## src/rtl/branch_target_table_if.sv

```systemverilog
// Bus bundle for branch_target_table: bank control, entry load, clear, lookup and debug.
// Lookup handshake: rd_req is taken on every edge (no back-pressure); rd_valid/hit/Target answer it for exactly one cycle.
interface branch_target_table_if #(
  parameter int ADDR_W = 5,
  parameter int TGT_W  = 10,
  parameter int BANKS  = 4
);
  localparam int BANK_W = $clog2(BANKS);

  logic [BANK_W-1:0] bank_sel;
  logic              bank_switch;
  logic              wr_en;
  logic [BANK_W-1:0] wr_bank;
  logic [ADDR_W-1:0] wr_addr;
  logic [TGT_W-1:0]  wr_data;
  logic              clr_req;
  logic              rd_req;
  logic [ADDR_W-1:0] rd_addr;
  logic              rd_valid;
  logic [TGT_W-1:0]  Target;
  logic              hit;
  logic              busy;
  logic              wr_drop;
  logic              dbg_state;
  logic [ADDR_W-1:0] dbg_clr_idx;
  logic [BANK_W-1:0] dbg_active_bank;

  modport master (
    output bank_sel, bank_switch, wr_en, wr_bank, wr_addr, wr_data,
    output clr_req, rd_req, rd_addr,
    input  rd_valid, Target, hit, busy, wr_drop,
    input  dbg_state, dbg_clr_idx, dbg_active_bank
  );

  modport slave (
    input  bank_sel, bank_switch, wr_en, wr_bank, wr_addr, wr_data,
    input  clr_req, rd_req, rd_addr,
    output rd_valid, Target, hit, busy, wr_drop,
    output dbg_state, dbg_clr_idx, dbg_active_bank
  );
endinterface

```

## src/rtl/branch_target_table.sv

```systemverilog
// Banked branch target table: BANKS x 2**ADDR_W targets with valid bits, one-cycle lookup
// from the active bank, write-through bypass and a one-index-per-cycle clear sequencer.
module branch_target_table #(
  parameter int ADDR_W = 5,
  parameter int TGT_W  = 10,
  parameter int BANKS  = 4
) (
  input logic              Clk,
  input logic              Reset_n,
  branch_target_table_if.slave bus
);
  localparam int BANK_W = $clog2(BANKS);
  localparam int DEPTH  = 1 << ADDR_W;
  localparam logic [ADDR_W-1:0] LAST_IDX = ADDR_W'(DEPTH - 1);

  typedef enum logic {S_IDLE = 1'b0, S_CLEAR = 1'b1} state_t;

  state_t            state_q, state_d;
  logic [ADDR_W-1:0] clr_idx_q, clr_idx_d;
  logic [BANK_W-1:0] active_bank_q, active_bank_d;
  logic [BANKS-1:0][DEPTH-1:0] vld_q, vld_d;
  logic [TGT_W-1:0]  mem_q [BANKS][DEPTH];

  logic              rd_valid_q, rd_valid_d;
  logic              hit_q, hit_d;
  logic [TGT_W-1:0]  target_q, target_d;
  logic              wr_drop_q, wr_drop_d;

  logic              busy;
  logic              wr_ok;

  // FSM: state register
  always_ff @(posedge Clk or negedge Reset_n) begin
    if (!Reset_n) begin
      state_q   <= S_IDLE;
      clr_idx_q <= '0;
    end else begin
      state_q   <= state_d;
      clr_idx_q <= clr_idx_d;
    end
  end

  // FSM: next state; clr_req is only looked at from IDLE, so a clear never restarts
  always_comb begin
    state_d   = state_q;
    clr_idx_d = '0;
    case (state_q)
      S_IDLE: begin
        if (bus.clr_req) state_d = S_CLEAR;
      end
      S_CLEAR: begin
        clr_idx_d = clr_idx_q + 1'b1;
        if (clr_idx_q == LAST_IDX) state_d = S_IDLE;
      end
      default: state_d = S_IDLE;
    endcase
  end

  // FSM: outputs
  always_comb begin
    busy = (state_q == S_CLEAR);
  end

  // A write that coincides with a clear request is dropped along with writes during CLEAR.
  assign wr_ok     = bus.wr_en & ~busy & ~bus.clr_req;
  assign wr_drop_d = bus.wr_en & (busy | bus.clr_req);

  always_comb begin
    active_bank_d = active_bank_q;
    if (bus.bank_switch) active_bank_d = bus.bank_sel;
  end

  always_comb begin
    vld_d = vld_q;
    if (busy) begin
      for (int b = 0; b < BANKS; b++) vld_d[b][clr_idx_q] = 1'b0;
    end else if (wr_ok) begin
      vld_d[bus.wr_bank][bus.wr_addr] = 1'b1;
    end
  end

  // Lookup uses the pre-edge active bank; a same-edge write to that entry is forwarded.
  always_comb begin
    rd_valid_d = bus.rd_req;
    hit_d      = 1'b0;
    target_d   = '0;
    if (bus.rd_req && !busy) begin
      if (wr_ok && bus.wr_bank == active_bank_q && bus.wr_addr == bus.rd_addr) begin
        hit_d    = 1'b1;
        target_d = bus.wr_data;
      end else if (vld_q[active_bank_q][bus.rd_addr]) begin
        hit_d    = 1'b1;
        target_d = mem_q[active_bank_q][bus.rd_addr];
      end
    end
  end

  always_ff @(posedge Clk or negedge Reset_n) begin
    if (!Reset_n) begin
      active_bank_q <= '0;
      vld_q         <= '0;
      rd_valid_q    <= 1'b0;
      hit_q         <= 1'b0;
      target_q      <= '0;
      wr_drop_q     <= 1'b0;
    end else begin
      active_bank_q <= active_bank_d;
      vld_q         <= vld_d;
      rd_valid_q    <= rd_valid_d;
      hit_q         <= hit_d;
      target_q      <= target_d;
      wr_drop_q     <= wr_drop_d;
    end
  end

  // Target storage is deliberately not reset or cleared; the valid bits gate every read.
  always_ff @(posedge Clk) begin
    if (wr_ok) mem_q[bus.wr_bank][bus.wr_addr] <= bus.wr_data;
  end

  assign bus.rd_valid        = rd_valid_q;
  assign bus.hit             = hit_q;
  assign bus.Target          = target_q;
  assign bus.busy            = busy;
  assign bus.wr_drop         = wr_drop_q;
  assign bus.dbg_state       = state_q;
  assign bus.dbg_clr_idx     = clr_idx_q;
  assign bus.dbg_active_bank = active_bank_q;
endmodule

```

## src/flat_wrapper.sv

```systemverilog
// flat-port wrapper written by rule: the top's interface ports become plain ports
module branch_target_table_flat 
#(
  parameter int ADDR_W = 5,
  parameter int TGT_W  = 10,
  parameter int BANKS  = 4
)
  (Clk, Reset_n, bus_bank_sel, bus_bank_switch, bus_wr_en, bus_wr_bank, bus_wr_addr, bus_wr_data, bus_clr_req, bus_rd_req, bus_rd_addr, bus_rd_valid, bus_Target, bus_hit, bus_busy, bus_wr_drop, bus_dbg_state, bus_dbg_clr_idx, bus_dbg_active_bank);
  branch_target_table_if #(.ADDR_W(ADDR_W), .TGT_W(TGT_W), .BANKS(BANKS)) bus_i ();
  input logic Clk;
  input logic Reset_n;
  input wire logic [$bits(bus_i.bank_sel)-1:0] bus_bank_sel;
  input wire logic [$bits(bus_i.bank_switch)-1:0] bus_bank_switch;
  input wire logic [$bits(bus_i.wr_en)-1:0] bus_wr_en;
  input wire logic [$bits(bus_i.wr_bank)-1:0] bus_wr_bank;
  input wire logic [$bits(bus_i.wr_addr)-1:0] bus_wr_addr;
  input wire logic [$bits(bus_i.wr_data)-1:0] bus_wr_data;
  input wire logic [$bits(bus_i.clr_req)-1:0] bus_clr_req;
  input wire logic [$bits(bus_i.rd_req)-1:0] bus_rd_req;
  input wire logic [$bits(bus_i.rd_addr)-1:0] bus_rd_addr;
  output wire logic [$bits(bus_i.rd_valid)-1:0] bus_rd_valid;
  output wire logic [$bits(bus_i.Target)-1:0] bus_Target;
  output wire logic [$bits(bus_i.hit)-1:0] bus_hit;
  output wire logic [$bits(bus_i.busy)-1:0] bus_busy;
  output wire logic [$bits(bus_i.wr_drop)-1:0] bus_wr_drop;
  output wire logic [$bits(bus_i.dbg_state)-1:0] bus_dbg_state;
  output wire logic [$bits(bus_i.dbg_clr_idx)-1:0] bus_dbg_clr_idx;
  output wire logic [$bits(bus_i.dbg_active_bank)-1:0] bus_dbg_active_bank;
  assign bus_i.bank_sel = bus_bank_sel;
  assign bus_i.bank_switch = bus_bank_switch;
  assign bus_i.wr_en = bus_wr_en;
  assign bus_i.wr_bank = bus_wr_bank;
  assign bus_i.wr_addr = bus_wr_addr;
  assign bus_i.wr_data = bus_wr_data;
  assign bus_i.clr_req = bus_clr_req;
  assign bus_i.rd_req = bus_rd_req;
  assign bus_i.rd_addr = bus_rd_addr;
  assign bus_rd_valid = bus_i.rd_valid;
  assign bus_Target = bus_i.Target;
  assign bus_hit = bus_i.hit;
  assign bus_busy = bus_i.busy;
  assign bus_wr_drop = bus_i.wr_drop;
  assign bus_dbg_state = bus_i.dbg_state;
  assign bus_dbg_clr_idx = bus_i.dbg_clr_idx;
  assign bus_dbg_active_bank = bus_i.dbg_active_bank;
  branch_target_table #(.ADDR_W(ADDR_W), .TGT_W(TGT_W), .BANKS(BANKS)) u_core (.Clk(Clk), .Reset_n(Reset_n), .bus(bus_i));
endmodule
```

## config.mk

```make
export PLATFORM = sky130hd
export DESIGN_NAME = branch_target_table_flat
export DESIGN_NICKNAME = d
export VERILOG_FILES = /design/src/rtl/branch_target_table_if.sv /design/src/rtl/branch_target_table.sv /design/src/flat_wrapper.sv
export SDC_FILE = /design/constraint.sdc
export NUM_CORES = 1
export LEC_CHECK = 0
export ABC_AREA = 0
export BUFFER_PORTS_ARGS = -buffer_cell sky130_fd_sc_hd__buf_2
export CORE_ASPECT_RATIO = 0.5
export CORE_MARGIN = 2
export CORE_UTILIZATION = 29
export CTS_BUF_LIST = sky130_fd_sc_hd__clkbuf_16
export DETAILED_ROUTE_END_ITERATION = 8
export PLACE_DENSITY = 0.47
export SYNTH_ARGS = -nofsm -noshare
export SYNTH_HDL_FRONTEND = slang
export SYNTH_SLANG_ARGS = --single-unit
```

## constraint.sdc

```tcl
create_clock -name Clk -period 6.83 [get_ports Clk]
set_input_delay 1.0245 -clock Clk [delete_from_list [all_inputs] [get_ports Clk]]
set_output_delay 1.0245 -clock Clk [all_outputs]
set_load 0.01 [all_outputs]
```

==> impl_metrics.json <==
{
  "cts.clk_slew.worst_paths_ns": 0.07,
  "worst_setup_path_start_kind": "flop",
  "drt_iter0_drc": 3331,
  "overall_via_count_from_detail_route": 27800,
  "total_leakage_power_nw": 21.8,
  "route.detailed.drc": 0,
  "tightest_slew_ns": 1.31,
  "synth_edf_count": 1280,
  "yosys.cell_types.count": 59,
  "crit_fanout": 29,
  "skew_ns": 0.0303,
  "dp_slack_ns": 2.51,
  "port_buffers": 51,
  "post_cts.repair.setup_buffers": 0,
  "die_area_sq_mm": 0.198,
  "fin_util_pct": 33.2,
  "relSlewSlack_pct": 12.2,
  "totalPowerFinal_mw": 19.0,
  "layout_worst_path_cycle_share_pct": 57.1,
  "route.detailed.vias_per_inst": 5.01,
  "setup_tns_ns": 0,
  "drive_above_1_share_pct": 24.9,
  "starting_density_of_the_core_pct": 29.2,
  "drv.max_cap_violation_count": 0,
  "synth.cell_area_sq_mm": 0.0563,
  "1st_pass_router_iterations": 6,
  "numCtsBuffers": 143,
  "synth_sequential_area_ratio_pct": 74.9,
  "met2_usage_pct": 24.5,
  "rows": 114,
  "synth_ff_type": "edfxtp_1",
  "ioPinCount": 52,
  "grt.overflow.total": 0,
  "core_sq_mm": 0.193,
  "die_h_um": 316,
  "clk_latency_ns": 0.78,
  "maxSlewViolCount": 0,
  "cellPowerDensity_mw_per_mm2": 297,
  "globalplace.congestion": 0.838,
  "rsz0062_at_grt": "no",
  "hold_class": "in2async",
  "synthToLayoutAreaGrowth_pct": 13.9,
  "worst_path_setup_slack_after_routing_ns": 2.93,
  "dieWidth_um": 627,
  "post_synth_inst_count": 2695,
  "number_of_antenna_violations_at_the_first_check_in_global_routing": 7,
  "crit_arrival_ns": 4.54,
  "yosys_register_bits": 1429,
  "stdcell_count": 5540,
  "cts_num_sinks": 1429,
  "tritoncts_clock_tree": "yes",
  "finalHoldViolations": 0,
  "asyncSetResetFlopFracSynth_pct": 10.4,
  "finalCriticalPeriod_ns": 3.90,
  "grt_max_degree": 82,
  "cts.repair.resized": 0,
  "cts_hold_repair.buffers": 0,
  "grt_pass1_vias": 28200,
  "yosys_warnings": 0,
  "dp.final_hpwl_um": 96400,
  "wl_per_cell_um": 28.4,
  "cts_htree_levels": 4,
  "gr-usage-all-layers_pct": 15.9,
  "synth.net_count": 2730,
  "outcome": "completed",
  "layer_with_the_highest_usage": "met2",
  "postRouteAntennaNets": 0,
  "setup_violations": 0,
  "global_route.usage.met1_pct": 22.7,
  "total_detailed_routing_wirelength_um": 158000,
  "cts-root-to-sink-buffers": 3,
  "setup.worst_path.end_class": "flop",
  "gr-usage-met3_pct": 2.81,
  "power.ir.vdd_worst_uv": 217,
  "clock.fmax_mhz": 256,
  "crit_type": "reg2reg",
  "postSynthAreaPerCell_sq_um": 20.9,
  "clk_root_buffer_cell": "clkbuf_16",
  "placedCellCount": 5276,
  "num-fill-cells": 18200,
  "finalNetCount": 2846,
  "grt_first_pass_wirelength_um": 223000,
  "crit_required_ns": 7.47
}
-- stage by stage --
stage | instance area [sq um] | hold slack (ns)
floorplan | 56300 | 0.441
global placement | 59500 | 0.451
detailed placement | 59500 | 0.459
CTS | 64100 | 0.254
global route | 64100 | 0.285
finish | 64100 | 0.257
-- power by group --
group          switching, mW  total, mW  leakage (nW)  internal (mW)
combinational           1.06       1.61          5.88          0.547
sequential             0.117       9.68          13.5           9.57
clock                   3.39       7.74          2.39           4.35
-- cell usage after synthesis (5+ instances only) --
master	instances	area, sq um
ha_1	5	62.6
nor2b_1	10	62.6
xor2_1	7	61.3
buf_2	41	205
a31o_2	8	70.1
dfrtp_1	149	3730
a211oi_1	18	135
buf_4	15	113
o21ai_0	10	50.1
a221oi_2	9	135
buf_6	31	349
o31ai_2	8	100
o2111ai_1	10	87.6
edfxtp_1	1280	38400
a22oi_1	30	225
nand2_1	118	443
and2_1	11	68.8
o22ai_1	18	113
buf_1	8	30.0
a221o_1	20	200
clkbuf_1	50	188
mux2i_1	76	761
buf_12	5	100
and3_1	6	37.5
nor2_1	138	518
a21oi_1	15	75.1
nand3b_1	5	37.5
a21o_1	125	938
nor3b_1	12	90.1
o221ai_1	11	96.3
o211ai_1	9	67.6
mux4_1	13	342
mux2_2	36	405
mux4_2	335	7540
-- state kept, by name, summed over array words and instances, names as in the netlist --
signal / flops
u_core.bus.wr_drop: 1
u_core.bus.dbg_active_bank: 2
u_core.bus.dbg_clr_idx: 5
u_core.bus.busy: 1
u_core.bus.rd_valid: 1
u_core.bus.hit: 1
u_core.vld_q: 128
u_core.bus.Target: 10
u_core.mem_q: 1280
-- worst paths after layout --
path,from,endpoint,slack (ns),depth (start not counted)
max in group asynchronous,Reset_n,u_core.vld_q[88]$_DFFE_PN0P_,5.28,2
setup reg to reg,u_core.bus.dbg_active_bank[0]$_DFFE_PN0P_,u_core.bus.Target[9]$_DFF_PN0_,2.93,7
hold reg to reg,u_core.vld_q[119]$_DFFE_PN0P_,u_core.vld_q[119]$_DFFE_PN0P_,0.47,1
setup / recovery,u_core.bus.dbg_active_bank[0]$_DFFE_PN0P_,u_core.bus.Target[9]$_DFF_PN0_,2.93,7
min in group Clk,bus_rd_req,u_core.bus.rd_valid$_DFF_PN0_,0.38,1
hold / removal,Reset_n,u_core.vld_q[65]$_DFFE_PN0P_,0.26,1
-- critical path, cell delays in order, from the launching register on --
cell,delay [ns]
dfrtp_4,0.85
buf_4,0.68
mux4_2,0.62
mux2i_1,0.46
a22oi_1,0.17
nand2_1,0.12
and4_1,0.59
o31ai_1,0.18
-- layout by cell type (no fill, tap or decap), drive strengths merged, types with 11 or more instances in the layout --
| master | Yosys | layout |
|---|---|---|
| clkinv | 0 | 49 |
| bufinv | 0 | 12 |
| o31ai | 12 | 12 |
| o221ai | 11 | 11 |
| mux4 | 348 | 348 |
| mux2 | 36 | 36 |
| a22oi | 30 | 30 |
| o22ai | 18 | 18 |
| and2 | 11 | 11 |
| inv | 3 | 56 |
| clkbuf | 53 | 147 |
| a211oi | 18 | 18 |
| a221o | 20 | 20 |
| a21oi | 15 | 15 |
| edfxtp | 1280 | 1280 |
| nor2 | 138 | 138 |
| nand2 | 118 | 118 |
| mux2i | 76 | 76 |
| buf | 102 | 125 |
| nor3b | 13 | 13 |
| dfrtp | 149 | 149 |
| a221oi | 13 | 13 |
| a21o | 125 | 125 |
-- area by class of cell --
class | count | area, sq um | area share [%]
sequential | 1429 | 42200 | 65.8
multi-input combinational | 1108 | 13100 | 20.5
clock buffer | 146 | 3650 | 5.70
tap | 2610 | 3270 | 5.09
timing repair buffer | 126 | 973 | 1.52
clock inverter | 117 | 907 | 1.41
inverter | 3 | 11.3 | 0.0176
antenna | 1 | 2.50 | 0.00390
-- cells by family after synthesis --
family | after synthesis | share of synthesized area (%)
XOR/XNOR | 9 | 0.140
buffers and inverters | 158 | 1.87
AND/OR/NAND/NOR | 327 | 2.56
adder cells (fa/ha/maj) | 5 | 0.111
AO/OA/AOI/OAI | 307 | 4.31
multiplexers | 460 | 16.1
flip-flops | 1429 | 74.9
-- routing by layer --
layer  share of wire (%)  wire [um]
met5                   0          0
met4                 2.8       4420
met3                 6.0       9490
met2                  46      72200
met1                  45      71400
No activity file was read; power rests on OpenSTA's default activity.
